**config.mk**
```make
export PLATFORM = sky130hd
export DESIGN_NAME = hvac_zone_scheduler
export DESIGN_NICKNAME = d
export VERILOG_FILES = /design/src/rtl/hvac_pkg.sv /design/src/rtl/hvac_rr_arbiter.sv /design/src/rtl/hvac_zone_scheduler.sv
export SDC_FILE = /design/constraint.sdc
export NUM_CORES = 1
export LEC_CHECK = 0
export ABC_AREA = 1
export ABC_CLOCK_PERIOD_IN_PS = 2100
export CORE_AREA = 2 2 57 86
export DETAILED_ROUTE_END_ITERATION = 8
export DIE_AREA = 0 0 59 88
export GPL_TIMING_DRIVEN = 1
export SLEW_MARGIN = 20
export SYNTH_ARGS = -nofsm -noshare
export SYNTH_HDL_FRONTEND = slang
export SYNTH_SLANG_ARGS = --single-unit
```
**constraint.sdc**
```tcl
create_clock -name clk -period 2.1 [get_ports clk]
set_input_delay 0.42 -clock clk [delete_from_list [all_inputs] [get_ports clk]]
set_output_delay 0.42 -clock clk [all_outputs]
set_load 0.02 [all_outputs]
```
**src/rtl/hvac_pkg.sv**
```systemverilog
// Shared types for the HVAC zone scheduler: FSM state and plant mode encodings,
// plus a one-hot to index helper for blocks that carry grants as one-hot vectors.
package hvac_pkg;

  typedef enum logic [2:0] {
    IDLE  = 3'b001,
    RUN   = 3'b010,
    DWELL = 3'b100
  } state_t;

  typedef enum logic {
    MODE_HEAT = 1'b0,
    MODE_COOL = 1'b1
  } mode_t;

  localparam int MAX_ZONES = 16;

  function automatic logic [3:0] onehot_to_idx(input logic [MAX_ZONES-1:0] oh);
    logic [3:0] idx;
    idx = '0;
    for (int i = 0; i < MAX_ZONES; i++)
      if (oh[i]) idx = idx | 4'(i);
    return idx;
  endfunction

endpackage

```
**src/rtl/hvac_rr_arbiter.sv**
```systemverilog
// Combinational round-robin pick: searches ptr+1 .. ptr+N-1 and finally ptr itself,
// so the last winner has lowest priority.
module hvac_rr_arbiter #(
  parameter int N  = 4,
  parameter int IW = (N > 1) ? $clog2(N) : 1
) (
  input  logic [N-1:0]  valid,
  input  logic [IW-1:0] ptr,
  output logic [IW-1:0] winner,
  output logic          any_valid
);

  int          j;
  logic [IW-1:0] jj;

  // Walk from lowest priority to highest so the highest-priority hit is written last.
  always_comb begin
    winner    = ptr;
    any_valid = 1'b0;
    j         = 0;
    jj        = '0;
    for (int k = N; k >= 1; k--) begin
      j = int'(ptr) + k;
      if (j >= N) j = j - N;
      jj = IW'(j);
      if (valid[jj]) begin
        winner    = jj;
        any_valid = 1'b1;
      end
    end
  end

endmodule

```
**src/rtl/hvac_zone_scheduler.sv**
```systemverilog
// Grants one shared heater/cooler plant to one zone at a time with round-robin
// fairness, a minimum on-time, a run quantum and a mandatory off-dwell.
module hvac_zone_scheduler
  import hvac_pkg::*;
#(
  parameter int NUM_ZONES   = 4,
  parameter int MIN_ON_CYC  = 16,
  parameter int MAX_ON_CYC  = 64,
  parameter int MIN_OFF_CYC = 8,
  parameter int CNT_W       = 8
) (
  input  logic                 clk,
  input  logic                 reset,
  input  logic [NUM_ZONES-1:0] heat_req,
  input  logic [NUM_ZONES-1:0] cool_req,
  output logic [NUM_ZONES-1:0] zone_grant,
  output logic                 heater_on,
  output logic                 cooler_on,
  output logic [NUM_ZONES-1:0] req_conflict,
  output logic                 busy
);

  localparam int IW = (NUM_ZONES > 1) ? $clog2(NUM_ZONES) : 1;
  localparam logic [CNT_W-1:0] MIN_ON  = CNT_W'(MIN_ON_CYC);
  localparam logic [CNT_W-1:0] MAX_ON  = CNT_W'(MAX_ON_CYC);
  localparam logic [CNT_W-1:0] MIN_OFF = CNT_W'(MIN_OFF_CYC);

  state_t               state, state_n;
  mode_t                mode, mode_n;
  logic [IW-1:0]        ptr, ptr_n;
  logic [CNT_W-1:0]     run_cnt, run_n;
  logic [CNT_W-1:0]     dwell_cnt, dwell_n;
  logic [NUM_ZONES-1:0] grant_n;
  logic                 heat_n, cool_n, busy_n;

  logic [NUM_ZONES-1:0] valid;
  logic [IW-1:0]        winner;
  logic                 any_valid;
  logic                 req_cur, others, release_req;

  assign valid        = heat_req ^ cool_req;
  assign req_conflict = heat_req & cool_req;

  hvac_rr_arbiter #(.N(NUM_ZONES), .IW(IW)) u_arb (
    .valid     (valid),
    .ptr       (ptr),
    .winner    (winner),
    .any_valid (any_valid)
  );

  // The granted zone is always ptr while running; a mode flip reads as a drop.
  assign req_cur     = (mode == MODE_HEAT) ? heat_req[ptr] : cool_req[ptr];
  assign others      = |(valid & ~zone_grant);
  assign release_req = !req_cur || ((run_cnt >= MAX_ON) && others);

  always_comb begin
    state_n = state;
    mode_n  = mode;
    ptr_n   = ptr;
    run_n   = run_cnt;
    dwell_n = dwell_cnt;
    grant_n = zone_grant;
    heat_n  = heater_on;
    cool_n  = cooler_on;
    case (state)
      IDLE: begin
        grant_n = '0;
        heat_n  = 1'b0;
        cool_n  = 1'b0;
        if (any_valid) begin
          state_n          = RUN;
          ptr_n            = winner;
          mode_n           = heat_req[winner] ? MODE_HEAT : MODE_COOL;
          run_n            = CNT_W'(1);
          grant_n[winner]  = 1'b1;
          heat_n           = heat_req[winner];
          cool_n           = !heat_req[winner];
        end
      end
      RUN: begin
        if (run_cnt != '1) run_n = run_cnt + 1'b1;
        if (release_req && (run_cnt >= MIN_ON)) begin
          state_n = DWELL;
          run_n   = '0;
          dwell_n = MIN_OFF;
          grant_n = '0;
          heat_n  = 1'b0;
          cool_n  = 1'b0;
        end
      end
      DWELL: begin
        grant_n = '0;
        heat_n  = 1'b0;
        cool_n  = 1'b0;
        if (dwell_cnt <= CNT_W'(1)) begin
          state_n = IDLE;
          dwell_n = '0;
        end else begin
          dwell_n = dwell_cnt - 1'b1;
        end
      end
      default: begin
        state_n = IDLE;
        run_n   = '0;
        dwell_n = '0;
        grant_n = '0;
        heat_n  = 1'b0;
        cool_n  = 1'b0;
      end
    endcase
    busy_n = (state_n != IDLE);
  end

  always_ff @(posedge clk or posedge reset) begin
    if (reset) begin
      state      <= IDLE;
      mode       <= MODE_HEAT;
      ptr        <= IW'(NUM_ZONES - 1);
      run_cnt    <= '0;
      dwell_cnt  <= '0;
      zone_grant <= '0;
      heater_on  <= 1'b0;
      cooler_on  <= 1'b0;
      busy       <= 1'b0;
    end else begin
      state      <= state_n;
      mode       <= mode_n;
      ptr        <= ptr_n;
      run_cnt    <= run_n;
      dwell_cnt  <= dwell_n;
      zone_grant <= grant_n;
      heater_on  <= heat_n;
      cooler_on  <= cool_n;
      busy       <= busy_n;
    end
  end

endmodule

```
# == Word level (Yosys, flattened, before mapping) ==
# Index checks and enable logic that the tools add are counted.
# totals
out_inout_bits,11
inputBits,10
elab_cells,106
ff_bits,29
# op_classes
n_lt_le_gt_ge,14
bitwise_logic,6
eq_ne,8
n_mux,49
add_sub_neg,10
n_reduce_logical,10
# ops
cell,n
one-hot mux 8 bit (3 select lines),2
2-to-1 mux 8 bit,5
< comparator 2 x 3 -> 1 bit (second input constant),6
2-to-1 mux 1 bit,17
2-to-1 mux 2 bit,8
binary-select mux 1 bit (select 2 bit),7
greater-or-equal comparator 3 bit (second input constant),3
2-to-1 mux 3 bit,3
one-hot mux 3 bit (3 select lines),1
adder 8 x 1 -> 8 bit (second input constant),1
bitwise AND 4 bit,2
greater-or-equal comparator 8 x 5 -> 1 bit (second input constant),1
greater-or-equal comparator 8 x 7 -> 1 bit (second input constant),1
less-or-equal comparator 8 x 1 -> 1 bit (second input constant),1
2-to-1 mux 4 bit,2
inequality test 8 bit (second input constant),1
one-hot mux 4 bit (2 select lines),1
subtractor 2 x 1 -> 2 bit (second input constant),4
subtractor 8 x 1 -> 8 bit (second input constant),1
adder 2 x 2 -> 3 bit (second input constant),2
adder 2 x 3 -> 4 bit (second input constant),1
greater-or-equal comparator 4 x 3 -> 1 bit (second input constant),1
inequality test 2 bit (second input constant),2
inverter 4 bit,1
other kinds (17),23

# == Depth between registers and ports, before layout ==
# depth
ltp_word,15
ltp_mapped,14
depth_no_buf,14

# == By module ==
# A second synthesis with hierarchy kept.
# unflattened
hier_cells,260
area_unflattened_um2,1926.8
# modules_own_cells
module,seq_area_each_um2,n_inst,area_each_um2,cells_each
hvac_zone_scheduler,729.4,1,1685.4,213
hvac_rr_arbiter,0.0,1,241.5,47

# == Worst setup path before layout ==
# Ideal clock, no wire load.
# synth_path
kind,input to register
from,input port heat_req[3]
to,register run_cnt[0]
t_arrival_ps,1620
slack_ps,364
path_stages,13
path_buffers,0
required_time_ps,1984
setup_time_ps,116
cell_sequence,ha_1 -> inv_1 -> nand2_1 -> nand2_1 -> nand2_2 -> nor3_4 -> nand2_2 -> nand2_2 -> inv_2 -> nand2_4 -> nand2_2 -> nand2_1 -> nand2_1
# synth_via
elab_chain_len,9
word_cells_on_any_way,27
classes_between,2 x eq/ne; 17 x mux; 2 x bitwise; 6 x reduce/logical
# synth_lines
item,line_no,text
from (decl),hvac_zone_scheduler.sv:14,"input logic [NUM_ZONES-1:0] heat_req,"
XOR 4 bit,hvac_zone_scheduler.sv:41,assign valid = heat_req ^ cool_req;
binary-select mux 1 bit (select 2 bit),hvac_rr_arbiter.sv:26,if (valid[jj]) begin
2-to-1 mux 1 bit (implied by the code),hvac_rr_arbiter.sv:26,
2-to-1 mux 1 bit (4 in a row),hvac_rr_arbiter.sv:26,
inequality test 2 bit (no source line),--,
AND reduction 3 bit (no source line),--,
to (signal assigned),hvac_zone_scheduler.sv:129,run_cnt <= run_n;
to (decl),hvac_zone_scheduler.sv:31,"logic [CNT_W-1:0] run_cnt, run_n;"
# Several ways; a longest one is shown, not always the timed one. The select of a mux whose other input is x is not followed.
# A chain may end at the register's enable or synchronous reset.

# == Worst setup path after layout ==
# layout_path
from,input port heat_req[2]
to,output port req_conflict[2]
# layout_via
elab_chain_len,1
# layout_lines
item,line_no,text
bitwise AND 4 bit,hvac_zone_scheduler.sv:42,assign req_conflict = heat_req & cool_req;
to (decl),hvac_zone_scheduler.sv:19,"output logic [NUM_ZONES-1:0] req_conflict,"
# Every way passes these cells.

==> run metrics <==
die span in x a little under 60 microns; first-pass GRT wire length 8.35 mm; Synth area leader dfrtp_1; Cell Area, Placed 0.00228 sq mm; row cnt 30; Comb pwr share 0.572; routed via count 1836; largest net degree at the start of global routing 30; Die ar. around 0.0052 sq mm; fin area ~0.0025 sq mm; Post-Syn Instances around 270; Sw Pwr ~1.4 mW; Synth Area per Inst around 7.3 sq um; share of cells above drive strength 1 0.218; fin util 0.563; Detailed Place HPWL 3.76 mm; Max Cap Viol 0; I/O Pins 21; commonest non-fill, non-tap cell in the layout nand2_1; count of cell types in the netlist 31; number of buffers added on ports 20; Setup Viol. Count Final 0; most frequent cells in the layout nand2_1 (73), inv_1 (36), dfrtp_1 (26), nand3_1 (25), buf_4 (21); CP peak stage delay 600 ps; DRT iter0 DRCs 70; Hold WS 487 ps; CP startpoint kind primary input; critical path class primary input to output pin; Internal 1.65 mW; routability cong. between 0.9 and 1; Final Skew 5.30 ps; Critical Path RT 1680 ps; critical-path cell list clkdlybuf4s50_1 -> ha_1 -> clkdlybuf4s50_1; drt pass-1 iters 4; CP max FO 2; Core Footprint ~0.0044 sq mm; Syn Std Cell Area 0.00193 sq mm; clock-pin slew on the worst setup and hold paths 70 ps; Final Slew Violations 0; Worst-Margin Slew 383 ps; antenna-violating nets left 0; Worst VDD drop 0.548 mV; syn nets around 280; total power 3.06 mW; Seq/Total Area, Yosys 0.378; synth top area cells dfrtp_1 (34%), nand2_1 (15%), nand3_1 (7.3%); Synth top area share 0.337; Starting Density 0.436; min Tclk post-route about 2100 ps; Antenna diodes 0; worst setup margin 36.6 ps; most frequent CP cell clkdlybuf4s50_1; DP Worst Slack -215 ps; Non-Filler Instances 360; Worst-Skew Late Latency 280 ps; die height a little under 90 microns; Slowest cell on crit path clkdlybuf4s50_1; switching part of the total 0.459; initial antenna violation count 0; CTS Hold Bufs 0; Fin. Hold Viols 0; status finished, final reports clean; routed vias/inst roughly 5; H-tree Lvls 2; Area Overhead vs Synth 29.2%; pwr/cell area 1230 mW/mm^2; yosys warns 0; critical path data arrival time 1640 ps; Max Clock Freq 485 MHz; sequential share of power 0.281; R2R Setup Slk approximately 170 ps; Final #Nets 329; WL final roughly 5.0 mm; number of global-route vias before repair 1819; LEAKAGE 1.30 nW; gr ovfl total 0; Root Buffer clkbuf_8; CTS Sinks 29; Total Negative Setup Slacks 0 ps; All-Layer GR Usage 0.213; WL per Instance between 10 and 15 microns; relative slew slack 0.743; placed insts 345; Worst Hold Class flip-flop to flip-flop; CTS buffer count 5; Clock Power Share 0.146; Tcrit/Tclk final 0.983; CTS tree done; worst-case clock buffer depth 2; endpoint class of the critical path output pin; Synth Register Bits 29; number of remaining DRC errors 0
cell type report:
| type | instances | area, sq um |
|---|---|---|
| clock inverters | 3 | 17.5 |
| flip-flops and latches | 29 | 729 |
| clock buffers | 5 | 68.8 |
| well taps | 48 | 60.1 |
| repair buffers | 41 | 373 |
| fillers | 430 | 1940 |
| multi-input cells | 193 | 1090 |
| inverters | 41 | 158 |
per-layer routing:
metal,vias to the layer above,share of wire,GRT usage
met4,0,0.017,0.0661
li1,949,-,-
met5,-,0,0
met1,849,0.39,0.227
met2,30,0.57,0.411
met3,8,0.024,0.0384
synthesized netlist by cell type, drive strengths merged:
library cell and instances:
a21o 1, a22oi 1, a31o 2, and2 1
buf 2, dfrtp 26, dfstp 3, ha 8
inv 41, nand2 90, nand3 28, nand3b 4
nand4 6, nor2 16, nor3 3, nor4 1
o21ai 20, o21bai 2, o22ai 2, o31ai 2
or2 2, xnor2 2, xor2 2
registers in the layout, summed over array words and instances (netlist names):
register    cells
mode            1
busy            1
heater_on       1
state           3
dwell_cnt       8
cooler_on       1
ptr             2
zone_grant      4
run_cnt         8
power by group through the flow:
stage	sequential, mW	combinational (mW)	clock [mW]
after global routing	0.879	1.96	0.480
after CTS	0.867	1.61	0.461
after global placement	0.878	1.59	0
after floorplan	0.842	1.08	0
final	0.860	1.75	0.447
after detailed placement	0.874	1.60	0
critical path: cells and delay by family:
family / cells / cell delay (ps)
buffers and inverters: 2 / 1080
adder cells (fa/ha/maj): 1 / 150
path summary, 6_finish.rpt:
kind                        startpoint  cells after the start         endpoint
max                        heat_req[2]                      3  req_conflict[2]
min                          cooler_on                      2        cooler_on
max reg2reg                     ptr[0]                     11        heater_on
min reg2reg                  cooler_on                      2        cooler_on
max in group asynchronous        reset                      3         state[0]
min in group asynchronous        reset                      3    zone_grant[2]
cell families (layout without fill, tap and decap cells):
family	Yosys count	after routing	share of synthesized area
simple gates	151	151	0.368
flops	29	29	0.378
buf+inv	43	90	0.0895
xor+xnor	4	4	0.0182
compound gates	30	30	0.0947
fa+ha+maj	8	8	0.0519
what timing repair did:
| item | in CTS | in global routing |
|---|---|---|
| buffers inserted | 0 | 7 |
| setup endpoints to repair | 0 | 23 |
| resized for setup | 0 | 16 |
Note: power is estimated with default switching activity, not from simulation.
